<file path="src/rtl/riscv_activity_seq.sv">
// riscv_activity_seq: sequenced inverter-chain banks that inject controlled switching activity and count trigger toggles
module my_not (
  input  logic a,
  output logic y
);
  assign y = ~a;
endmodule

module riscv_activity_seq #(
  parameter int G_BANKS  = 8,
  parameter int G_CHAINS = 16,
  parameter int G_STAGE  = 7,
  parameter int G_DIV_W  = 8,
  parameter int G_CNT_W  = 32
) (
  input  logic               clk,
  input  logic               rst_n,
  input  logic               cfg_valid,
  output logic               cfg_ready,
  input  logic [1:0]         cfg_mode,
  input  logic [G_BANKS-1:0] cfg_mask,
  input  logic [G_DIV_W-1:0] cfg_div,
  input  logic [15:0]        cfg_burst_on,
  input  logic [15:0]        cfg_burst_off,
  input  logic [15:0]        cfg_seed,
  input  logic               start,
  input  logic               stop,
  input  logic               cnt_clr,
  output logic               busy,
  output logic [G_BANKS-1:0] bank_trig,
  output logic [G_CNT_W-1:0] toggle_cnt
);
  typedef enum logic [1:0] {IDLE, RUN, GAP} state_t;
  localparam logic [1:0] M_OFF = 2'd0, M_BURST = 2'd2, M_RAND = 2'd3;
  state_t state, state_n;
  logic [1:0] mode;
  logic [G_BANKS-1:0] mask, flip, trig_n;
  logic [G_DIV_W-1:0] div, div_cnt, div_cnt_n;
  logic [15:0] burst_on, burst_off, ph_cnt, ph_cnt_n, lfsr, lfsr_n;
  logic [G_CNT_W-1:0] cnt_n;
  logic [G_CNT_W+4:0] sum;
  logic [4:0] pop;
  logic tick, accept;
  for (genvar b = 0; b < G_BANKS; b++) begin : g_bank
    for (genvar c = 0; c < G_CHAINS; c++) begin : g_chain
      (* keep = "true", dont_touch = "true", allow_combinatorial_loops = "true" *)
      logic [G_STAGE:0] chain_unused;
      assign chain_unused[0] = bank_trig[b];
      for (genvar s = 0; s < G_STAGE; s++) begin : g_stage
        (* keep = "true", dont_touch = "true", allow_combinatorial_loops = "true" *)
        my_not u_not (.a(chain_unused[s]), .y(chain_unused[s+1]));
      end
    end
  end
  assign cfg_ready = state == IDLE;
  assign busy = state != IDLE;
  assign accept = cfg_valid && cfg_ready;
  assign tick = busy && div_cnt == div;
  always_comb begin
    state_n = state;
    div_cnt_n = busy ? (tick ? '0 : div_cnt + G_DIV_W'(1)) : div_cnt;
    ph_cnt_n = ph_cnt;
    lfsr_n = accept ? (|cfg_seed ? cfg_seed : 16'hACE1) : lfsr;
    flip = '0;
    if (stop) state_n = IDLE;
    else if (state == IDLE) begin
      if (start && mode != M_OFF) begin
        state_n = RUN;
        div_cnt_n = '0;
        ph_cnt_n = '0;
      end
    end else if (tick && state == RUN) begin
      flip = mode == M_RAND ? lfsr[G_BANKS-1:0] & mask : mask;
      if (mode == M_RAND) lfsr_n = {lfsr[14:0], lfsr[15] ^ lfsr[13] ^ lfsr[12] ^ lfsr[10]};
      if (mode == M_BURST && burst_off != 16'd0) begin
        ph_cnt_n = ph_cnt + 16'd1;
        if (ph_cnt_n >= (burst_on == 16'd0 ? 16'd1 : burst_on)) begin
          state_n = GAP;
          ph_cnt_n = '0;
        end
      end
    end else if (tick) begin
      ph_cnt_n = ph_cnt + 16'd1;
      if (ph_cnt_n >= burst_off) begin
        state_n = RUN;
        ph_cnt_n = '0;
      end
    end
    trig_n = stop ? '0 : bank_trig ^ flip;
    pop = '0;
    for (int i = 0; i < G_BANKS; i++) pop = pop + 5'(flip[i]);
    sum = {5'd0, toggle_cnt} + (G_CNT_W+5)'(pop);
    cnt_n = cnt_clr ? '0 : |sum[G_CNT_W+4:G_CNT_W] ? '1 : sum[G_CNT_W-1:0];
  end
  always_ff @(posedge clk or negedge rst_n) begin
    if (!rst_n) begin
      state <= IDLE;
      mode <= M_OFF;
      mask <= '0;
      div <= '0;
      burst_on <= '0;
      burst_off <= '0;
      lfsr <= 16'hACE1;
      div_cnt <= '0;
      ph_cnt <= '0;
      bank_trig <= '0;
      toggle_cnt <= '0;
    end else begin
      state <= state_n;
      lfsr <= lfsr_n;
      div_cnt <= div_cnt_n;
      ph_cnt <= ph_cnt_n;
      bank_trig <= trig_n;
      toggle_cnt <= cnt_n;
      if (accept) begin
        mode <= cfg_mode;
        mask <= cfg_mask;
        div <= cfg_div;
        burst_on <= cfg_burst_on;
        burst_off <= cfg_burst_off;
      end
    end
  end
endmodule

</file>
<file path="config.mk">
export PLATFORM = sky130hd
export DESIGN_NAME = riscv_activity_seq
export DESIGN_NICKNAME = d
export VERILOG_FILES = /design/src/rtl/riscv_activity_seq.sv
export SDC_FILE = /design/constraint.sdc
export NUM_CORES = 1
export LEC_CHECK = 0
export CORE_ASPECT_RATIO = 0.6
export CORE_MARGIN = 8
export CORE_UTILIZATION = 55
export DETAILED_ROUTE_END_ITERATION = 10
export GPL_TIMING_DRIVEN = 1
export PLACE_DENSITY = 0.86
export REMOVE_ABC_BUFFERS = 1
export SETUP_SLACK_MARGIN = 0.15
export SLEW_MARGIN = 20
export SYNTH_ARGS = -nofsm -noshare
export SYNTH_HDL_FRONTEND = slang
export SYNTH_SLANG_ARGS = --single-unit
</file>
<file path="constraint.sdc">
create_clock -name clk -period 4.8 [get_ports clk]
set_clock_uncertainty 0.05 [all_clocks]
set_input_delay 0.72 -clock clk [delete_from_list [all_inputs] [get_ports clk]]
set_output_delay 0.72 -clock clk [all_outputs]
set_load 0.02 [all_outputs]
</file>
==> results of run 1 <==
flip-flops by register name (all words and copies together) (netlist names):
| register | flops |
|---|---|
| bank_trig | 8 |
| burst_off | 16 |
| burst_on | 16 |
| div | 8 |
| div_cnt | 8 |
| lfsr | 16 |
| mask | 8 |
| mode | 2 |
| ph_cnt | 16 |
| state | 2 |
| toggle_cnt | 32 |
layer usage:
layer	vias up	GRT usage [%]	share of wire (%)
li1	3028	-	-
met1	3127	36.6	46
met2	342	34.2	42
met3	35	7.43	10
met4	0	7.11	1.8
met5	-	0	0
per-stage QoR:
step                hold WS (ns)  util (%)  std cells
global route               0.472      75.0       1113
floorplan                  0.374         -        742
CTS                        0.431      73.9       1107
detailed placement         0.415      67.6       1064
finish                     0.397      75.0       1113
global placement           0.402      67.6       1064
worst paths after layout:
| check | start | end | slack (ns) |
|---|---|---|---|
| min in group clk | mask[5] | mask[5] | 0.44 |
| worst max register to register | div_cnt[0] | toggle_cnt[30] | -0.22 |
| worst min-delay path | rst_n | burst_on[9] | 0.40 |
| worst max-delay path | div_cnt[0] | toggle_cnt[30] | -0.22 |
| worst min register to register | mask[5] | mask[5] | 0.44 |
| max in group asynchronous | rst_n | lfsr[15] | 3.40 |
cell type report:
class | count | area (um^2) | share of cell area [%]
Clock buffer | 18 | 439 | 4.59
Clock inverter | 14 | 151 | 1.58
Inverter | 47 | 176 | 1.84
Multi-Input combinational cell | 564 | 3650 | 38.2
Sequential cell | 132 | 3310 | 34.6
Tap cell | 170 | 213 | 2.22
Timing Repair Buffer | 168 | 1630 | 17.0
critical path, stage by stage, from the launching register on:
cell and delay [ns]:
dfrtp_1 0.39, xor2_1 0.18, nor4_2 0.30, buf_4 0.17, nand4b_1 0.10, buf_6 0.17
nor3_4 0.18, fa_1 0.47, inv_2 0.07, fa_1 0.41, inv_1 0.09, fa_1 0.44
fa_2 0.41, fa_2 0.38, a21o_1 0.18, a21oi_2 0.17, or3_4 0.18, buf_6 0.13
or4_1 0.12, xor2_1 0.20, a21oi_1 0.09
report_power, final:
group / internal, mW / switching, mW
logic: 0.229 / 0.299
clock network: 0.784 / 0.517
registers: 1.23 / 0.0876
total: 2.24 / 0.904
repair_timing:
item	4_1_cts	5_1_grt
cloned	3	0
pin swaps	27	9
setup buffers	8	6
hold buffers	0	0
endpoints found under the hold margin	0	0
gates resized for setup	25	20
endpoints found under the setup margin	32	32
==> flow_summary.json, run 1 <==
{
  "cp-end-kind": "flip-flop",
  "hpwl_mm": 14.2,
  "syn_to_final_growth_pct": 33.6,
  "clk_pin_slew_worst_paths_ns": 0.06,
  "vias": 6532,
  "pin_count": 114,
  "grt_usage_pct": 24.8,
  "tritoncts": "done",
  "placed_area_um2": 8630,
  "drtPass1Iterations": 5,
  "maxCapViolCount": 0,
  "ctsLongestPathBuffers": 2,
  "rsz0062_at_grt": "yes",
  "cp_data_required_time_ns": 5.01,
  "num_rows": 32,
  "ant_nets": 0,
  "grt_max_degree": 76,
  "final_nets": 1047,
  "initial_core_util_pct": 56.1,
  "fin_total_pwr_mw": 3.14,
  "failed_checks": "setup timing",
  "cts_root_buf": "clkbuf_16",
  "reg2regPathDepth": 20,
  "clock_latency_ns": 0.42,
  "min_period_ns": 5.02,
  "stdcell_area_um2": 9580,
  "final_common_cell": "nand2_1",
  "die_area_um2": 17100,
  "die_y_um": 104,
  "finalSetupViolations": 32,
  "cts-htree-levels": 4,
  "fin_ws_ns": -0.218,
  "grt_pass1_vias": 6424,
  "dpl_worst_slack_ns": -0.675,
  "crit_fanout": 4,
  "grt_pass1_wl_mm": 33.9,
  "fmax_mhz": 199,
  "drt-total-wl_mm": 21.3,
  "gp_congestion": 0.891,
  "p_leak_nw": 4.40,
  "yosys_warnings": 0,
  "die_width_um": 163,
  "fill_cells": 856,
  "start_kind": "flip-flop",
  "relSlewSlack_pct": 35.8,
  "port_buffers": 113,
  "tns_ns": -4.47,
  "grt_overflow": 0,
  "core_um2": 12800,
  "final_cell_mix": "nand2_1, dfrtp_1, clkdlybuf4s50_1",
  "path_class": "flip-flop to flip-flop",
  "diodes": 0,
  "cts_sinks": 132,
  "cts_buffers": 17,
  "irDropWorstVdd_v": 0.000199,
  "drcViolationCount": 0,
  "hp-class": "input pin to asynchronous set/reset pin",
  "outcome": "finished, violations left",
  "synth_area_um2": 7170,
  "powerDensity_nw_per_um2": 328,
  "drt-vias-per-instance": 5.87,
  "drive_above_1_share_pct": 14.3,
  "synth_cells": 783,
  "grt_antenna_before_repair": 0,
  "avgRoutedWirePerCell_um": 19.1,
  "crit_arrival_ns": 5.23,
  "avgSynthCellArea_um2": 9.15,
  "hold_viol_final": 0,
  "min_period_over_period_pct": 105,
  "slew_violations": 0,
  "dr.first_iter.drc_count": 696,
  "worst_pin_slew_ns": 0.962
}
Power figures use the tool's default switching activity.
==> run 2: changes to the inputs <==
GPL_TIMING_DRIVEN = unset   (was 1)
TNS_END_PERCENT = 5   (was unset)
==> flow_summary.json, run 2 (synthesized netlist as in run 1, its figures left out) <==
{
  "outcome": "finished, violations left",
  "failed_checks": "setup timing",
  "hpwl_mm": 14.2,
  "core_um2": 12800,
  "grt_pass1_vias": 6420,
  "p_clk_share_pct": 41.4,
  "crit_arrival_ns": 5.18,
  "syn_to_final_growth_pct": 31.7,
  "path_class": "flip-flop to flip-flop",
  "vias": 6484,
  "grt_antenna_before_repair": 0,
  "start_kind": "flip-flop",
  "largest_reg_flops": 32,
  "stdcell_area_um2": 9440,
  "diodes": 0,
  "min_period_over_period_pct": 104,
  "grt_util_met1_pct": 36.6,
  "ctsLongestPathBuffers": 2,
  "slowest_delay_ns": 0.47,
  "pin_count": 114,
  "finalSetupViolations": 25,
  "crit_fanout": 4,
  "min_period_ns": 4.97,
  "hold_viol_final": 0,
  "p_leak_nw": 4.35,
  "switching_share_pct": 28.7,
  "cts_buffers": 17,
  "switching_power_uw": 899,
  "clk_pin_slew_worst_paths_ns": 0.06,
  "port_buffers": 113,
  "use_met2_pct": 34.2,
  "cp_slowest_cell": "fa_1",
  "final_nets": 1041,
  "reg2regPathDepth": 21,
  "fin_util_pct": 73.9,
  "drcViolationCount": 0,
  "avgRoutedWirePerCell_um": 18.5,
  "num_rows": 32,
  "maxCapViolCount": 0,
  "crit_chain": "xor2_1 > nor4_2 > buf_4 > nand4b_1 > buf_6 > nor3_4 > fa_1 > inv_2 > fa_1 > inv_1 > fa_1 > fa_2 > fa_2 > a21o_1 > a21oi_2 > or3_4 > buf_4 > nor2_1 > nand2_1 > xor2_1 > a21oi_1",
  "final_cell_mix": "nand2_1, dfrtp_1, clkdlybuf4s50_1",
  "critical_path.top_delay_family": "adder cells",
  "cts_root_buf": "clkbuf_16",
  "die_area_um2": 17100,
  "cp_num_cells": 21,
  "use_met3_pct": 7.35,
  "fmax_mhz": 201,
  "irDropWorstVdd_v": 0.000198,
  "hp-class": "input pin to asynchronous set/reset pin",
  "p_int_mw": 2.24,
  "slew_violations": 0,
  "clock_latency_ns": 0.42,
  "drt-total-wl_mm": 20.5,
  "gp_congestion": 0.891,
  "rsz0062_at_grt": "yes",
  "dr.first_iter.drc_count": 670,
  "grt_pass1_wl_mm": 33.8,
  "initial_core_util_pct": 56.1,
  "cp_data_required_time_ns": 5.02,
  "ant_nets": 0,
  "grt_usage_pct": 24.8,
  "combPwrFrac_pct": 16.8,
  "die_y_um": 104,
  "worst_pin_slew_ns": 0.953,
  "die_width_um": 163,
  "final_common_cell": "nand2_1",
  "grt.busiest_layer": "met1",
  "cts-htree-levels": 4,
  "drtPass1Iterations": 5,
  "drt-vias-per-instance": 5.86,
  "top_register": "toggle_cnt",
  "cp-end-kind": "flip-flop",
  "fin_ws_ns": -0.169,
  "grt_overflow": 0,
  "tritoncts": "done",
  "critPathBufInv": 5,
  "crit_path_frequent_cell": "fa_1",
  "placed_area_um2": 8630,
  "powerDensity_nw_per_um2": 332,
  "grt_max_degree": 76,
  "cts_sinks": 132,
  "relSlewSlack_pct": 36.5,
  "drive_above_1_share_pct": 12.6,
  "p_seq_share_pct": 41.8
}
## run 2: metal layers
| metal | wire length (um) | vias to the layer above |
|---|---|---|
| li1 | - | 3016 |
| met1 | 9340 | 3099 |
| met2 | 8600 | 338 |
| met3 | 2270 | 31 |
| met4 | 290 | 0 |
| met5 | 0 | - |
## run 2: worst register-to-register path, cell delays in order, from the launching register on
cell and delay, ns:
dfrtp_1 0.38, xor2_1 0.18, nor4_2 0.30, buf_4 0.17
nand4b_1 0.10, buf_6 0.17, nor3_4 0.18, fa_1 0.47
inv_2 0.07, fa_1 0.41, inv_1 0.09, fa_1 0.44
fa_2 0.39, fa_2 0.38, a21o_1 0.17, a21oi_2 0.17
or3_4 0.17, buf_4 0.11, nor2_1 0.07, nand2_1 0.12
xor2_1 0.18, a21oi_1 0.09
## run 2: power by group through the flow
stage	clock, mW	combinational (mW)	sequential [mW]
CTS	1.31	0.513	1.31
detailed placement	0	0.500	1.33
finish	1.30	0.527	1.31
global placement	0	0.472	1.32
floorplan	0	0.277	1.31
global route	1.37	0.590	1.33
## run 2: cell type report
cell class              count  area [um^2]
multi-input cells         564         3580
fillers                   887         3330
flip-flops and latches    132         3310
repair buffers            162         1570
clock buffers              18          439
well taps                 170          213
inverters                  47          176
clock inverters            14          151
## run 2: worst paths after layout
kind,slack (ns),start,end
setup / recovery,-0.17,div_cnt[0],toggle_cnt[26]
hold / removal,0.40,rst_n,burst_on[9]
setup reg to reg,-0.17,div_cnt[0],toggle_cnt[26]
hold reg to reg,0.44,mask[7],mask[7]
max in group asynchronous,3.40,rst_n,lfsr[15]
min in group clk,0.44,mask[7],mask[7]
## run 2: through the flow
step / hold slack, ns / std cells / setup WS [ns] / total power [mW] / setup TNS [ns]
final: 0.400 / 1107 / -0.169 / 3.14 / -2.32
after detailed placement: 0.415 / 1064 / -0.675 / 1.83 / -20.23
after CTS: 0.431 / 1107 / -0.149 / 3.13 / -2.79
after global routing: 0.464 / 1107 / -0.386 / 3.28 / -8.17
after floorplan: 0.374 / 742 / -0.507 / 1.58 / -12.17
after global placement: 0.402 / 1064 / -0.450 / 1.80 / -13.41
## run 2: timing repair
item,CTS,global route
cloned,3,0
hold buffers,0,0
pin swaps,26,4
setup endpoints to repair,32,32
buffers inserted,8,0
resized for setup,23,4
==> run 3: changes to the inputs <==
CORE_MARGIN = 2   (was 8)
TNS_END_PERCENT = unset   (was 5)
==> flow_summary.json, run 3 (synthesized netlist as in run 1, its figures left out) <==
{
  "rsz0062_at_grt": "yes",
  "initial_core_util_pct": 56.1,
  "fmax_mhz": 199,
  "start_kind": "flip-flop",
  "final_cell_mix": "nand2_1, dfrtp_1, clkdlybuf4s50_1",
  "outcome": "finished, violations left",
  "grt_usage_pct": 30.9,
  "fill_cells": 843,
  "finalSetupViolations": 32,
  "failed_checks": "setup timing",
  "drcViolationCount": 0,
  "syn_to_final_growth_pct": 33.6,
  "crit_chain": "xor2_1 > nor4_1 > buf_4 > nand4b_1 > buf_6 > nor3_4 > fa_1 > inv_2 > fa_1 > inv_1 > fa_1 > fa_2 > fa_2 > a21o_1 > a21oi_2 > or3_4 > buf_4 > nor2_2 > nand2_1 > xor2_1 > a21oi_1",
  "largest_reg_flops": 32,
  "ant_nets": 0,
  "cp_num_cells": 21,
  "hp-class": "input pin to asynchronous set/reset pin",
  "avgRoutedWirePerCell_um": 18.7,
  "hold_slack_ns": 0.313,
  "die_area_um2": 14000,
  "gp_congestion": 0.916,
  "dpl_worst_slack_ns": -0.589,
  "reg2regPathDepth": 21,
  "postCtsHoldBufs": 0,
  "hold_viol_final": 0,
  "tns_ns": -4.98,
  "drt-total-wl_mm": 20.9,
  "ctsLongestPathBuffers": 2,
  "min_period_ns": 5.02,
  "worst_pin_slew_ns": 0.839,
  "grt_pass1_wl_mm": 33.3,
  "cts-htree-levels": 4,
  "final_nets": 1049,
  "cts_root_buf": "clkbuf_16",
  "placed_area_um2": 8650,
  "port_buffers": 113,
  "stdcell_area_um2": 9580,
  "critical_path.top_delay_family": "adder cells",
  "cp-end-kind": "flip-flop",
  "irDropWorstVdd_v": 0.000218,
  "fin_total_pwr_mw": 3.26,
  "final_common_cell": "nand2_1",
  "grt_max_degree": 94,
  "maxCapViolCount": 0,
  "slew_violations": 0,
  "vias": 6608,
  "fin_ws_ns": -0.225,
  "top_register": "toggle_cnt",
  "die_y_um": 92.4,
  "cts_sinks": 132,
  "cp_slowest_cell": "fa_1",
  "cts_buffers": 17,
  "pin_count": 114,
  "powerDensity_nw_per_um2": 340,
  "crit_path_frequent_cell": "fa_1",
  "grt_pass1_vias": 6410,
  "tritoncts": "done",
  "critPathBufInv": 5,
  "slowest_delay_ns": 0.49,
  "clock_latency_ns": 0.42,
  "drive_above_1_share_pct": 13.7,
  "clk_pin_slew_worst_paths_ns": 0.06,
  "relSlewSlack_pct": 43.6,
  "min_period_over_period_pct": 105,
  "crit_fanout": 5,
  "crit_arrival_ns": 5.24,
  "p_leak_nw": 4.40,
  "num_rows": 32,
  "core_um2": 12800,
  "drtPass1Iterations": 5,
  "grt_antenna_before_repair": 0,
  "hpwl_mm": 13.7,
  "grt_overflow": 0,
  "diodes": 0,
  "dr.first_iter.drc_count": 616,
  "die_width_um": 151,
  "drt-vias-per-instance": 5.93,
  "path_class": "flip-flop to flip-flop",
  "cp_data_required_time_ns": 5.02
}
[run 3: cell count changes in the layout (fill, tap and decap cells not counted), sizes merged]
cell	before	now
buf	51	59
clkinvlp	2	3
clkinv	6	3
bufinv	2	4
[run 3: worst paths after layout]
kind | endpoint | slack [ns] | startpoint
min in group clk | mask[3] | 0.43 | mask[3]
worst min-delay path | burst_on[10] | 0.31 | rst_n
max in group asynchronous | burst_off[12] | 3.16 | rst_n
worst max register to register | toggle_cnt[26] | -0.22 | div_cnt[6]
worst max-delay path | toggle_cnt[26] | -0.22 | div_cnt[6]
worst min register to register | mask[3] | 0.43 | mask[3]
[run 3: area by class of cell]
type / instances / area, um^2 / area share [%]
clock buffer: 18 / 439 / 4.59
sequential: 132 / 3310 / 34.6
multi-input combinational: 564 / 3610 / 37.7
clock inverter: 14 / 200 / 2.09
inverter: 47 / 176 / 1.84
timing repair buffer: 170 / 1620 / 16.9
tap: 170 / 213 / 2.22
[run 3: layer usage]
metal,part of all wire [%],track usage (%),vias up
li1,-,-,3019
met1,45,46.6,3184
met2,43,43.9,362
met3,10,8.67,43
met4,1.9,8.10,0
met5,0,0,-
[run 3: stage by stage]
stage          util [%]  instances
2_1_floorplan         -        742
3_3_place_gp       67.8       1069
3_5_place_dp       67.8       1069
4_1_cts            74.4       1111
5_1_grt            75.0       1115
6_report           75.0       1115
[run 3: power breakdown]
part	switching [mW]	total, mW	internal, mW
logic	0.298	0.524	0.226
clock network	0.527	1.42	0.890
registers	0.0884	1.31	1.23
[run 3: repair_timing]
item                                    4_1_cts  5_1_grt
endpoints found under the setup margin       32       33
setup buffers                                 7        4
gates resized for setup                      27        8
cloned                                        3        0
pin swaps                                    34       12
